### src/rtl/game_pkg.sv
// Shared game types: text overlay sequencer states, text selectors
// and the fade ceiling used by the overlay palette scaler.
package game_pkg;

  typedef enum logic [1:0] {
    PLAY     = 2'd0,
    FADE_IN  = 2'd1,
    HOLD     = 2'd2,
    FADE_OUT = 2'd3
  } seq_state_t;

  localparam logic [1:0] TEXT_NONE      = 2'd0;
  localparam logic [1:0] TEXT_GAME_OVER = 2'd1;
  localparam logic [1:0] TEXT_FINAL     = 2'd2;

  localparam logic [3:0] FADE_MAX = 4'd15;

endpackage

### src/rtl/frame_tick_gen.sv
// Registered one-cycle pulse on entry to pixel (0,0): one tick per frame.
// Ports: clk, rst_n (async low), draw_x/draw_y in, frame_tick out.
module frame_tick_gen (
  input  logic       clk,
  input  logic       rst_n,
  input  logic [9:0] draw_x,
  input  logic [9:0] draw_y,
  output logic       frame_tick
);

  logic at_origin;
  logic origin_q;

  assign at_origin = (draw_x == 10'd0) && (draw_y == 10'd0);

  always_ff @(posedge clk or negedge rst_n) begin
    if (!rst_n) begin
      origin_q   <= 1'b0;
      frame_tick <= 1'b0;
    end else begin
      origin_q   <= at_origin;
      frame_tick <= at_origin && !origin_q;
    end
  end

endmodule

### src/rtl/text_screen_sequencer.sv
// Full-screen text overlay sequencer: fade in, hold, fade out, restart.
// Ports: vga_clk, reset_n, DrawX/DrawY, game_over, level_done,
// start_btn in; text_sel, overlay_en, fade_level, game_pause, restart out.
module text_screen_sequencer
  import game_pkg::*;
#(
  parameter int unsigned STEP_FRAMES = 4,
  parameter int unsigned HOLD_FRAMES = 120
) (
  input  logic       vga_clk,
  input  logic       reset_n,
  input  logic [9:0] DrawX,
  input  logic [9:0] DrawY,
  input  logic       game_over,
  input  logic       level_done,
  input  logic       start_btn,
  output logic [1:0] text_sel,
  output logic       overlay_en,
  output logic [3:0] fade_level,
  output logic       game_pause,
  output logic       restart
);

  localparam logic [7:0] STEP_LAST = 8'(STEP_FRAMES - 1);
  localparam logic [9:0] HOLD_MAX  = 10'(HOLD_FRAMES);

  seq_state_t state;
  logic [7:0] step_cnt;
  logic [9:0] hold_cnt;
  logic       frame_tick;

  logic btn_meta;
  logic btn_sync;
  logic btn_prev;
  logic btn_press;

  logic step_done;

  frame_tick_gen u_tick (
    .clk       (vga_clk),
    .rst_n     (reset_n),
    .draw_x    (DrawX),
    .draw_y    (DrawY),
    .frame_tick(frame_tick)
  );

  // Press pulse is registered so the raw-to-pulse latency is 3 cycles.
  always_ff @(posedge vga_clk or negedge reset_n) begin
    if (!reset_n) begin
      btn_meta  <= 1'b0;
      btn_sync  <= 1'b0;
      btn_prev  <= 1'b0;
      btn_press <= 1'b0;
    end else begin
      btn_meta  <= start_btn;
      btn_sync  <= btn_meta;
      btn_prev  <= btn_sync;
      btn_press <= btn_sync && !btn_prev;
    end
  end

  assign step_done = frame_tick && (step_cnt == STEP_LAST);

  always_ff @(posedge vga_clk or negedge reset_n) begin
    if (!reset_n) begin
      state      <= PLAY;
      step_cnt   <= 8'd0;
      hold_cnt   <= 10'd0;
      text_sel   <= TEXT_NONE;
      overlay_en <= 1'b0;
      fade_level <= 4'd0;
      game_pause <= 1'b0;
      restart    <= 1'b0;
    end else begin
      restart <= 1'b0;
      case (state)
        PLAY: begin
          if (game_over || level_done) begin
            state      <= FADE_IN;
            text_sel   <= game_over ? TEXT_GAME_OVER
                                    : TEXT_FINAL;
            overlay_en <= 1'b1;
            game_pause <= 1'b1;
            fade_level <= 4'd0;
            step_cnt   <= 8'd0;
          end
        end
        FADE_IN: begin
          if (step_done) begin
            step_cnt   <= 8'd0;
            fade_level <= fade_level + 4'd1;
            if (fade_level == FADE_MAX - 4'd1) begin
              state    <= HOLD;
              hold_cnt <= 10'd0;
            end
          end else if (frame_tick) begin
            step_cnt <= step_cnt + 8'd1;
          end
        end
        HOLD: begin
          if (frame_tick && hold_cnt != HOLD_MAX)
            hold_cnt <= hold_cnt + 10'd1;
          // Early presses fall through here and are simply lost.
          if (btn_press && hold_cnt == HOLD_MAX) begin
            state    <= FADE_OUT;
            step_cnt <= 8'd0;
          end
        end
        FADE_OUT: begin
          if (step_done) begin
            step_cnt   <= 8'd0;
            fade_level <= fade_level - 4'd1;
            if (fade_level == 4'd1) begin
              state      <= PLAY;
              text_sel   <= TEXT_NONE;
              overlay_en <= 1'b0;
              game_pause <= 1'b0;
              restart    <= 1'b1;
            end
          end else if (frame_tick) begin
            step_cnt <= step_cnt + 8'd1;
          end
        end
        default: state <= PLAY;
      endcase
    end
  end

endmodule

### config.mk
export PLATFORM = sky130hd
export DESIGN_NAME = text_screen_sequencer
export DESIGN_NICKNAME = d
export VERILOG_FILES = /design/src/rtl/game_pkg.sv /design/src/rtl/frame_tick_gen.sv /design/src/rtl/text_screen_sequencer.sv
export SDC_FILE = /design/constraint.sdc
export NUM_CORES = 1
export LEC_CHECK = 0
export CORE_UTILIZATION = 55
export DETAILED_ROUTE_END_ITERATION = 16
export DONT_BUFFER_PORTS = 1
export PLACE_DENSITY = 0.79
export SLEW_MARGIN = 20
export SYNTH_ARGS = -nofsm -noshare
export SYNTH_HDL_FRONTEND = slang
export SYNTH_SLANG_ARGS = --single-unit
export TNS_END_PERCENT = 10
### constraint.sdc
create_clock -name vga_clk -period 4 [get_ports vga_clk]
set_input_delay 0.6 -clock vga_clk [delete_from_list [all_inputs] [get_ports vga_clk]]
set_output_delay 0.6 -clock vga_clk [all_outputs]
set_load 0.1 [all_outputs]
==> run_results.csv, run 1 <==
group,metric,value,unit
route,vias,1677,
global_route,track_usage,0.250,
worst_setup_path,critical_path.max_fanout,7,
timing,hold_viol_final,0,
clock_network,root_buffer,"clkbuf_8",
status,status,"finished clean",
timing,finalMaxSlewViolations,0,
global_route,grt_pass1_vias,1712,
floorplanning,die_w,63.8,um
final_layout,layout-drive-gt1-share,0.133,
global_route,grt_max_degree,35,
timing,worst_pin_slew,1.11,ns
timing,finalSetupTns,0,ns
floorplanning,die-area,4080,sq um
clock_network,cts_sinks,34,
synthesis,synth_top_area_frac,0.405,
timing,rsz0062_at_grt,"false",
synthesis,syn_inst,207,
clock_network,clockBufferDepth,2,
synthesis,synth_commonest_cells,"dfrtp_1 (34), nor2_1 (17), nand2_1 (13)",
clock_network,h-tree-depth,2,
clock_network,insertion_delay,0.29,ns
synthesis,synth_area,2100,sq um
final_layout,layout.nets,245,
route,ant_nets,0,
global_route,antenna_found_initial,0,
route,wl,4.43,mm
worst_setup_path,cp.required,4.19,ns
route,drtIter0Drc,121,
placement,dp.final_hpwl,3.28,mm
global_route,overflow,0,
clock_network,cts_made_buffers,5,
floorplanning,start_util,0.575,
power,powerDensity,757,nW/um^2
synthesis,yosysMostFrequentCell,"dfrtp_1",
synthesis,synth_edf_count,0,
timing,fmax,389,MHz
flow_run,cap_violations,0,
placement,place.gp.congestion,0.904,
final_layout,multi_input_area,1180,sq um
power,ir_worst_vdd,0.514,mV
final_layout,diodes,0,
worst_setup_path,criticalPathCategory,"flop to flop",
floorplanning,core,3660,sq um
clock_network,cts_setup_buffers,0,
timing,relSlewSlack,0.257,
synthesis,yosys.area.top_type,"dfrtp_1",
synthesis,syn_nets,243,
final_layout,final_core_util,0.621,
clock_network,path_clk_slew,0.08,ns
floorplanning,fp.dieH,63.8,um
worst_hold_path,hp-class,"input port to asynchronous set/reset pin",
synthesis,seq_area_frac_synth,0.405,
floorplanning,ios,34,
timing,fin_crit,2.57,ns
route,wl_per_cell,17.2,um
synthesis,ys_warn_count,0,
global_route,grt_pass1_wl,7.85,mm
synthesis,syn_avg_cell_area,10.2,sq um
clock_network,cts_tree,"done",
worst_setup_path,startpoint_type,"flop",
synthesis,async_reset_ff_frac,1.00,
timing,fin_crit_sh,0.643,
route,firstDrtPassIters,5,
worst_setup_path,arrival,2.76,ns
timing,clock-skew-final,0.00754,ns
final_layout,seq_area,852,sq um
timing,final-setup-viol-count,0,
route,drc,0,
final_layout,area_growth,8.15,%
synthesis,synthTopCellsByArea,"dfrtp_1 (40%), ha_1 (6.5%), nor2_1 (3.0%), a22o_1 (2.5%), a221o_1 (2.4%)",
floorplanning,rows,22,
synthesis,ys.flop_type,"dfrtp_1",
synthesis,synth-seq-cells,34,
synthesis,synth_cell_types,55,
final_layout,fillCellCount,292,
route,via_per_inst,6.50,
power,leakagePower,0.993,nW
worst_setup_path,end_kind,"flop",
placement,io_buffers,0,
-- critical path, cell delays in order (launching register included) --
cell and delay, ns:
dfrtp_1 1.02, ha_1 0.29, nand3_1 0.14, o31a_1 0.41
a2111oi_4 0.27, mux2_4 0.33
-- kinds of logic (layout without fill, tap and decap cells) --
family	after synthesis	in the layout	share of synthesized area
simple gates	82	82	0.224
compound gates	54	54	0.233
flops	34	34	0.405
buf+inv	19	22	0.0363
fa+ha+maj	11	11	0.0654
mux	7	7	0.0369
-- cell usage in the layout, fill, tap and decap left out, types with 3 or more instances in the layout --
master      n
dfrtp_1    33
nor2_1     17
nand2_1    13
inv_1      12
ha_1       11
nand3_1     9
nor4_1      6
and3_1      6
a22o_1      6
nor2b_1     5
a221o_1     5
o21ai_0     5
o2bb2ai_1   5
clkbuf_8    5
nor3_1      4
nand4_1     4
mux2i_1     4
o211ai_1    4
a21oi_1     3
a211o_1     3
a211oi_1    3
-- per-stage QoR --
step / area, sq um / hold slack, ns / setup slack (ns) / cells / total power [mW]
2_1_floorplan: 2100 / 0.304 / 1.57 / 207 / 1.27
4_1_cts: 2270 / 0.131 / 1.43 / 258 / 1.72
5_1_grt: 2270 / 0.140 / 1.35 / 258 / 1.83
3_3_place_gp: 2140 / 0.305 / 1.48 / 249 / 1.36
6_report: 2270 / 0.124 / 1.43 / 258 / 1.72
3_5_place_dp: 2140 / 0.305 / 1.43 / 249 / 1.39
-- state kept, by name, summed over array words and instances (netlist names), 2 cells and up --
register,count
hold_cnt,10
step_cnt,8
fade_level,4
state,2
text_sel,2
-- report_power, final --
part | internal, mW | switching [mW]
Combinational | 0.276 | 0.383
Sequential | 0.396 | 0.347
Clock | 0.185 | 0.135
-- what timing repair did --
| item | CTS | global route |
|---|---|---|
| resized for setup | 0 | 0 |
| endpoints found under the hold margin | 34 | 0 |
| hold buffers | 1 | 0 |
-- layout make-up --
cell class / instances / area share
multi-input cells: 154 / 0.517
flip-flops and latches: 34 / 0.375
inverters: 12 / 0.0198
well taps: 48 / 0.0264
repair buffers: 2 / 0.0121
clock buffers: 5 / 0.0303
clock inverters: 3 / 0.0198
-- per-layer routing --
metal | track usage | routed length, um | vias up
met5 | 0 | 0 | -
met4 | 0.108 | 72 | 0
met3 | 0.0661 | 220 | 8
met2 | 0.414 | 2170 | 53
met1 | 0.304 | 1970 | 822
li1 | - | - | 794
-- path summary, 6_finish.rpt --
path / cells past startpoint / from / slack (ns) / to
max: 5 / fade_level[1] / 1.43 / state[1]
max reg2reg: 5 / fade_level[1] / 1.43 / state[1]
max in group asynchronous: 1 / reset_n / 3.69 / game_pause
min: 1 / reset_n / 0.12 / btn_prev
min reg2reg: 0 / btn_meta / 0.35 / btn_sync
min in group vga_clk: 0 / start_btn / 0.33 / btn_meta
Power figures use the tool's default switching activity.
==> run 2, diff against run 1 <==
--- a/config.mk
+++ b/config.mk
@@ -8,7 +8,7 @@
 export CORE_UTILIZATION = 55
 export DETAILED_ROUTE_END_ITERATION = 16
 export DONT_BUFFER_PORTS = 1
-export PLACE_DENSITY = 0.79
+export PLACE_DENSITY = 0.82
 export SLEW_MARGIN = 20
 export SYNTH_ARGS = -nofsm -noshare
 export SYNTH_HDL_FRONTEND = slang
==> constraint.sdc (replaced) <==
create_clock -name vga_clk -period 2.2 [get_ports vga_clk]
set_input_delay 0.33 -clock vga_clk [delete_from_list [all_inputs] [get_ports vga_clk]]
set_output_delay 0.33 -clock vga_clk [all_outputs]
set_load 0.1 [all_outputs]
==> run_results.csv, run 2 (same netlist as run 1, synthesis figures left out) <==
group,metric,value,unit
global_route,track_usage,0.255,
route,ant_nets,0,
route,drtIter0Drc,155,
floorplanning,die-area,4080,sq um
route,wl_per_cell,16.4,um
clock_network,root_buffer,"clkbuf_8",
final_layout,layout.nets,266,
worst_setup_path,arrival,2.31,ns
timing,relSlewSlack,0.524,
power,p_clk_frac,0.170,
flow_run,cap_violations,0,
timing,fin_crit,2.13,ns
power,p_comb_frac,0.588,
placement,dp_cells,269,
worst_setup_path,rr_startpoint,"step_cnt[4]",
power,powerDensity,1390,nW/um^2
floorplanning,core,3660,sq um
floorplanning,rows,22,
route,vias,1767,
placement,dp.final_hpwl,3.35,mm
power,p_int,1.75,mW
timing,fmax,469,MHz
timing,fin_crit_sh,0.969,
timing,clock-skew-final,0.00774,ns
route,wl_met1,2.05,mm
route,firstDrtPassIters,4,
placement,io_buffers,0,
timing,worst_pin_slew,0.710,ns
worst_setup_path,critical_path.max_fanout,7,
floorplanning,start_util,0.575,
timing,finalMaxSlewViolations,0,
timing,rsz0062_at_grt,"true",
final_layout,final_common_cell,"dfrtp_1",
final_layout,area_growth,16.6,%
global_route,grt_max_degree,35,
final_layout,instances_no_fill,279,
global_route,grt_pass1_wl,7.99,mm
final_layout,mostFrequentLayoutCells,"dfrtp_1 (29), buf_4 (21), nor2_1 (17)",
global_route,antenna_found_initial,0,
clock_network,cts_tree,"done",
power,ir_worst_vdd,0.919,mV
route,wl,4.57,mm
timing,final-setup-viol-count,0,
worst_setup_path,startpoint_type,"flop",
route,wl_met2,2.25,mm
route,drc,0,
timing,finalSetupTns,0,ns
floorplanning,fp.dieH,63.8,um
final_layout,layout-drive-gt1-share,0.229,
clock_network,path_clk_slew,0.07,ns
power,p_seq_frac,0.242,
worst_setup_path,cp.required,2.38,ns
clock_network,cts_sinks,34,
final_layout,largest_register_ffs,10,
power,p_sw_frac,0.484,
clock_network,cts_made_buffers,5,
timing,hold_viol_final,0,
clock_network,clockBufferDepth,2,
status,status,"finished clean",
clock_network,h-tree-depth,2,
route,top_layer_used,"met4",
global_route,grt_pass1_vias,1781,
power,leakagePower,1.09,nW
worst_setup_path,criticalPathCategory,"flop to flop",
placement,place.gp.congestion,0.839,
worst_hold_path,hp-class,"input port to flop",
worst_setup_path,end_kind,"flop",
power,p_switching,1.64,mW
final_layout,top_register,"hold_cnt",
clock_network,insertion_delay,0.29,ns
worst_hold_path,hold_start,"start_btn",
final_layout,diodes,0,
route,wl_met3,202,um
floorplanning,die_w,63.8,um
route,via_per_inst,6.33,
worst_setup_path,startpoint,"step_cnt[4]",
final_layout,reg_top3,"hold_cnt x10, step_cnt x8, fade_level x4",
global_route,overflow,0,
floorplanning,ios,34,
-- run 2: what timing repair did --
item                                   in CTS  in global routing
gates resized for setup                     0                  2
endpoints found under the hold margin      34                  0
hold buffers                                2                  0
setup buffers                               0                  0
setup endpoints to repair                   0                 10
-- run 2: stage by stage --
step	instance area (sq um)	utilization	power [mW]	setup slack, ns	hold slack [ns]
floorplan	2110	-	2.31	0.0630	0.0344
global placement	2300	0.627	2.73	0.126	0.0354
detailed placement	2300	0.627	2.77	0.0568	0.0355
CTS	2440	0.666	3.38	0.0349	0.0534
global route	2450	0.670	3.61	-0.0553	0.0436
finish	2450	0.670	3.40	0.0677	0.0615
-- run 2: metal layers --
layer,track usage,vias to the layer above
met5,0,-
met4,0.131,0
met3,0.0446,6
met2,0.418,57
met1,0.321,867
li1,-,837
-- run 2: layout make-up --
type | instances | area, sq um
multi-input combinational | 154 | 1190
tap | 48 | 60.1
timing repair buffer | 23 | 188
fill | 277 | 1210
inverter | 12 | 45.0
clock inverter | 3 | 45.0
sequential | 34 | 857
clock buffer | 5 | 68.8
-- run 2: critical path, cell delays in order, from the launching register on --
cell and delay [ns]:
dfrtp_1 0.44, or4_4 0.60, o31a_1 0.39, a2111oi_4 0.27, mux2_4 0.33
-- run 2: power by group through the flow --
| stage | clock [mW] | sequential [mW] | combinational, mW |
|---|---|---|---|
| after global placement | 0 | 0.823 | 1.90 |
| after detailed placement | 0 | 0.830 | 1.94 |
| after floorplan | 0 | 1.25 | 1.06 |
| final | 0.577 | 0.823 | 2.00 |
| after CTS | 0.590 | 0.818 | 1.97 |
| after global routing | 0.621 | 0.835 | 2.16 |
-- run 2: final timing paths --
kind | endpoint | slack [ns] | cells past startpoint
setup reg to reg | state[1] | 0.07 | 4
setup / recovery | state[1] | 0.07 | 4
max in group asynchronous | fade_level[0] | 1.51 | 2
hold / removal | btn_meta | 0.06 | 0
min in group asynchronous | hold_cnt[8] | 0.48 | 2
hold reg to reg | btn_sync | 0.36 | 0
==> run 3, diff against run 2 <==
--- a/config.mk
+++ b/config.mk
@@ -5,10 +5,10 @@
 export SDC_FILE = /design/constraint.sdc
 export NUM_CORES = 1
 export LEC_CHECK = 0
-export CORE_UTILIZATION = 55
+export CORE_UTILIZATION = 57
 export DETAILED_ROUTE_END_ITERATION = 16
 export DONT_BUFFER_PORTS = 1
-export PLACE_DENSITY = 0.82
+export PLACE_DENSITY = 0.84
 export SLEW_MARGIN = 20
 export SYNTH_ARGS = -nofsm -noshare
 export SYNTH_HDL_FRONTEND = slang
==> run_results.csv, run 3 (same netlist as run 1, synthesis figures left out) <==
group,metric,value,unit
timing,finalMaxSlewViolations,0,
worst_hold_path,worstHoldEndpoint,"btn_meta",
global_route,grtUsageMet1,0.318,
placement,dp_cells,265,
floorplanning,ios,34,
final_layout,instances_no_fill,275,
worst_setup_path,r2r_slack,0.06,ns
worst_setup_path,criticalPathCategory,"flop to flop",
worst_hold_path,hold_start,"start_btn",
final_layout,reg_top3,"hold_cnt x10, step_cnt x8, fade_level x4",
clock_network,cts_setup_buffers,0,
worst_hold_path,whs_path_depth,0,
final_layout,final_common_cell,"dfrtp_1",
worst_hold_path,hp-class,"input port to flop",
timing,hold_viol_final,0,
route,drc,0,
timing,fin_crit_sh,0.971,
final_layout,largest_register_ffs,10,
floorplanning,die-area,3940,sq um
timing,relSlewSlack,0.565,
clock_network,cts_made_buffers,5,
worst_setup_path,critical_path.max_fanout,5,
route,wl,4.63,mm
route,wl_per_cell,16.8,um
global_route,grt_pass1_vias,1763,
final_layout,area_growth,15.8,%
placement,io_buffers,0,
final_layout,diodes,0,
power,power,3.38,mW
timing,hold_ws,0.0665,ns
global_route,overflow,0,
global_route,grtUsageMet3,0.0420,
final_layout,layout-drive-gt1-share,0.223,
final_layout,seq_area,857,sq um
clock_network,cts_tree,"done",
global_route,grt_pass1_wl,7.80,mm
worst_setup_path,arrival,2.32,ns
power,leakagePower,1.08,nW
timing,finalSetupTns,0,ns
clock_network,cts_sinks,34,
final_layout,multi_input_area,1190,sq um
route,vias,1710,
floorplanning,fp.dieH,62.7,um
placement,place.gp.congestion,0.844,
final_layout,layout.nets,264,
floorplanning,start_util,0.611,
global_route,top_usage_layer,"met2",
clock_network,clockBufferDepth,2,
floorplanning,rows,21,
final_layout,top_register,"hold_cnt",
global_route,antenna_found_initial,0,
timing,rsz0062_at_grt,"false",
power,ir_worst_vdd,1.38,mV
timing,final-setup-viol-count,0,
worst_setup_path,startpoint_type,"flop",
flow_run,cap_violations,0,
placement,dp.final_hpwl,3.34,mm
worst_setup_path,r2r-end,"state[1]",
clock_network,h-tree-depth,2,
worst_setup_path,cp.required,2.38,ns
status,status,"finished clean",
worst_setup_path,r2r_cells,6,
power,powerDensity,1390,nW/um^2
worst_setup_path,rr_startpoint,"step_cnt[0]",
timing,fmax,468,MHz
route,ant_nets,0,
timing,worst_pin_slew,0.652,ns
clock_network,root_buffer,"clkbuf_8",
timing,clock-skew-final,0.00765,ns
global_route,track_usage,0.248,
clock_network,insertion_delay,0.29,ns
placement,preCtsSetupSlack,0.0540,ns
final_layout,fillCellCount,242,
worst_setup_path,end_kind,"flop",
clock_network,path_clk_slew,0.08,ns
timing,setup_slack,0.0640,ns
floorplanning,die_w,62.7,um
global_route,grt_use_met2,0.423,
timing,fin_crit,2.14,ns
global_route,grt_max_degree,35,
route,via_per_inst,6.22,
route,drtIter0Drc,89,
final_layout,mostFrequentLayoutCells,"dfrtp_1 (29), buf_4 (19), nor2_1 (17)",
route,firstDrtPassIters,4,
floorplanning,core,3440,sq um
==> run 3: worst max path at each step <==
stage	from	end	cells after the start
floorplan	fade_level[2]	state[1]	5
global placement	step_cnt[4]	state[1]	4
detailed placement	step_cnt[4]	state[1]	4
CTS	step_cnt[4]	state[1]	4
global route	step_cnt[0]	state[1]	6
finish	step_cnt[0]	state[1]	6
==> run 3: metal layers <==
metal	up-vias	part of all wire
met1	841	0.46
met5	-	0
met3	5	0.031
met4	0	0.0091
li1	831	-
met2	33	0.50
==> run 3: stage by stage <==
step | util | area [sq um]
floorplan | - | 2110
global placement | 0.662 | 2280
detailed placement | 0.662 | 2280
CTS | 0.704 | 2420
global route | 0.707 | 2430
finish | 0.707 | 2430
==> run 3: what timing repair did <==
action	4_1_cts	5_1_grt
endpoints found under the setup margin	0	7
hold buffers	2	0
gates resized for setup	0	2
hold endpoints to repair	34	0
==> run 3: report_power, final <==
group          internal [mW]  switching [mW]
Sequential             0.738          0.0869
Clock                  0.337           0.245
Combinational          0.662            1.31
==> run 3: final cells by class <==
class                   instances  area share
clock inverters                 3      0.0185
repair buffers                 21      0.0709
clock buffers                   5      0.0283
flip-flops and latches         34       0.352
multi-input cells             154       0.488
inverters                      12      0.0185
well taps                      46      0.0236
==> run 3: critical path, cell delays in order (launching register included) <==
cell       delay (ns)
dfrtp_1          0.40
ha_1             0.18
nor4bb_1         0.32
buf_4            0.18
nand4_1          0.17
a2111oi_4        0.44
mux2_4           0.34
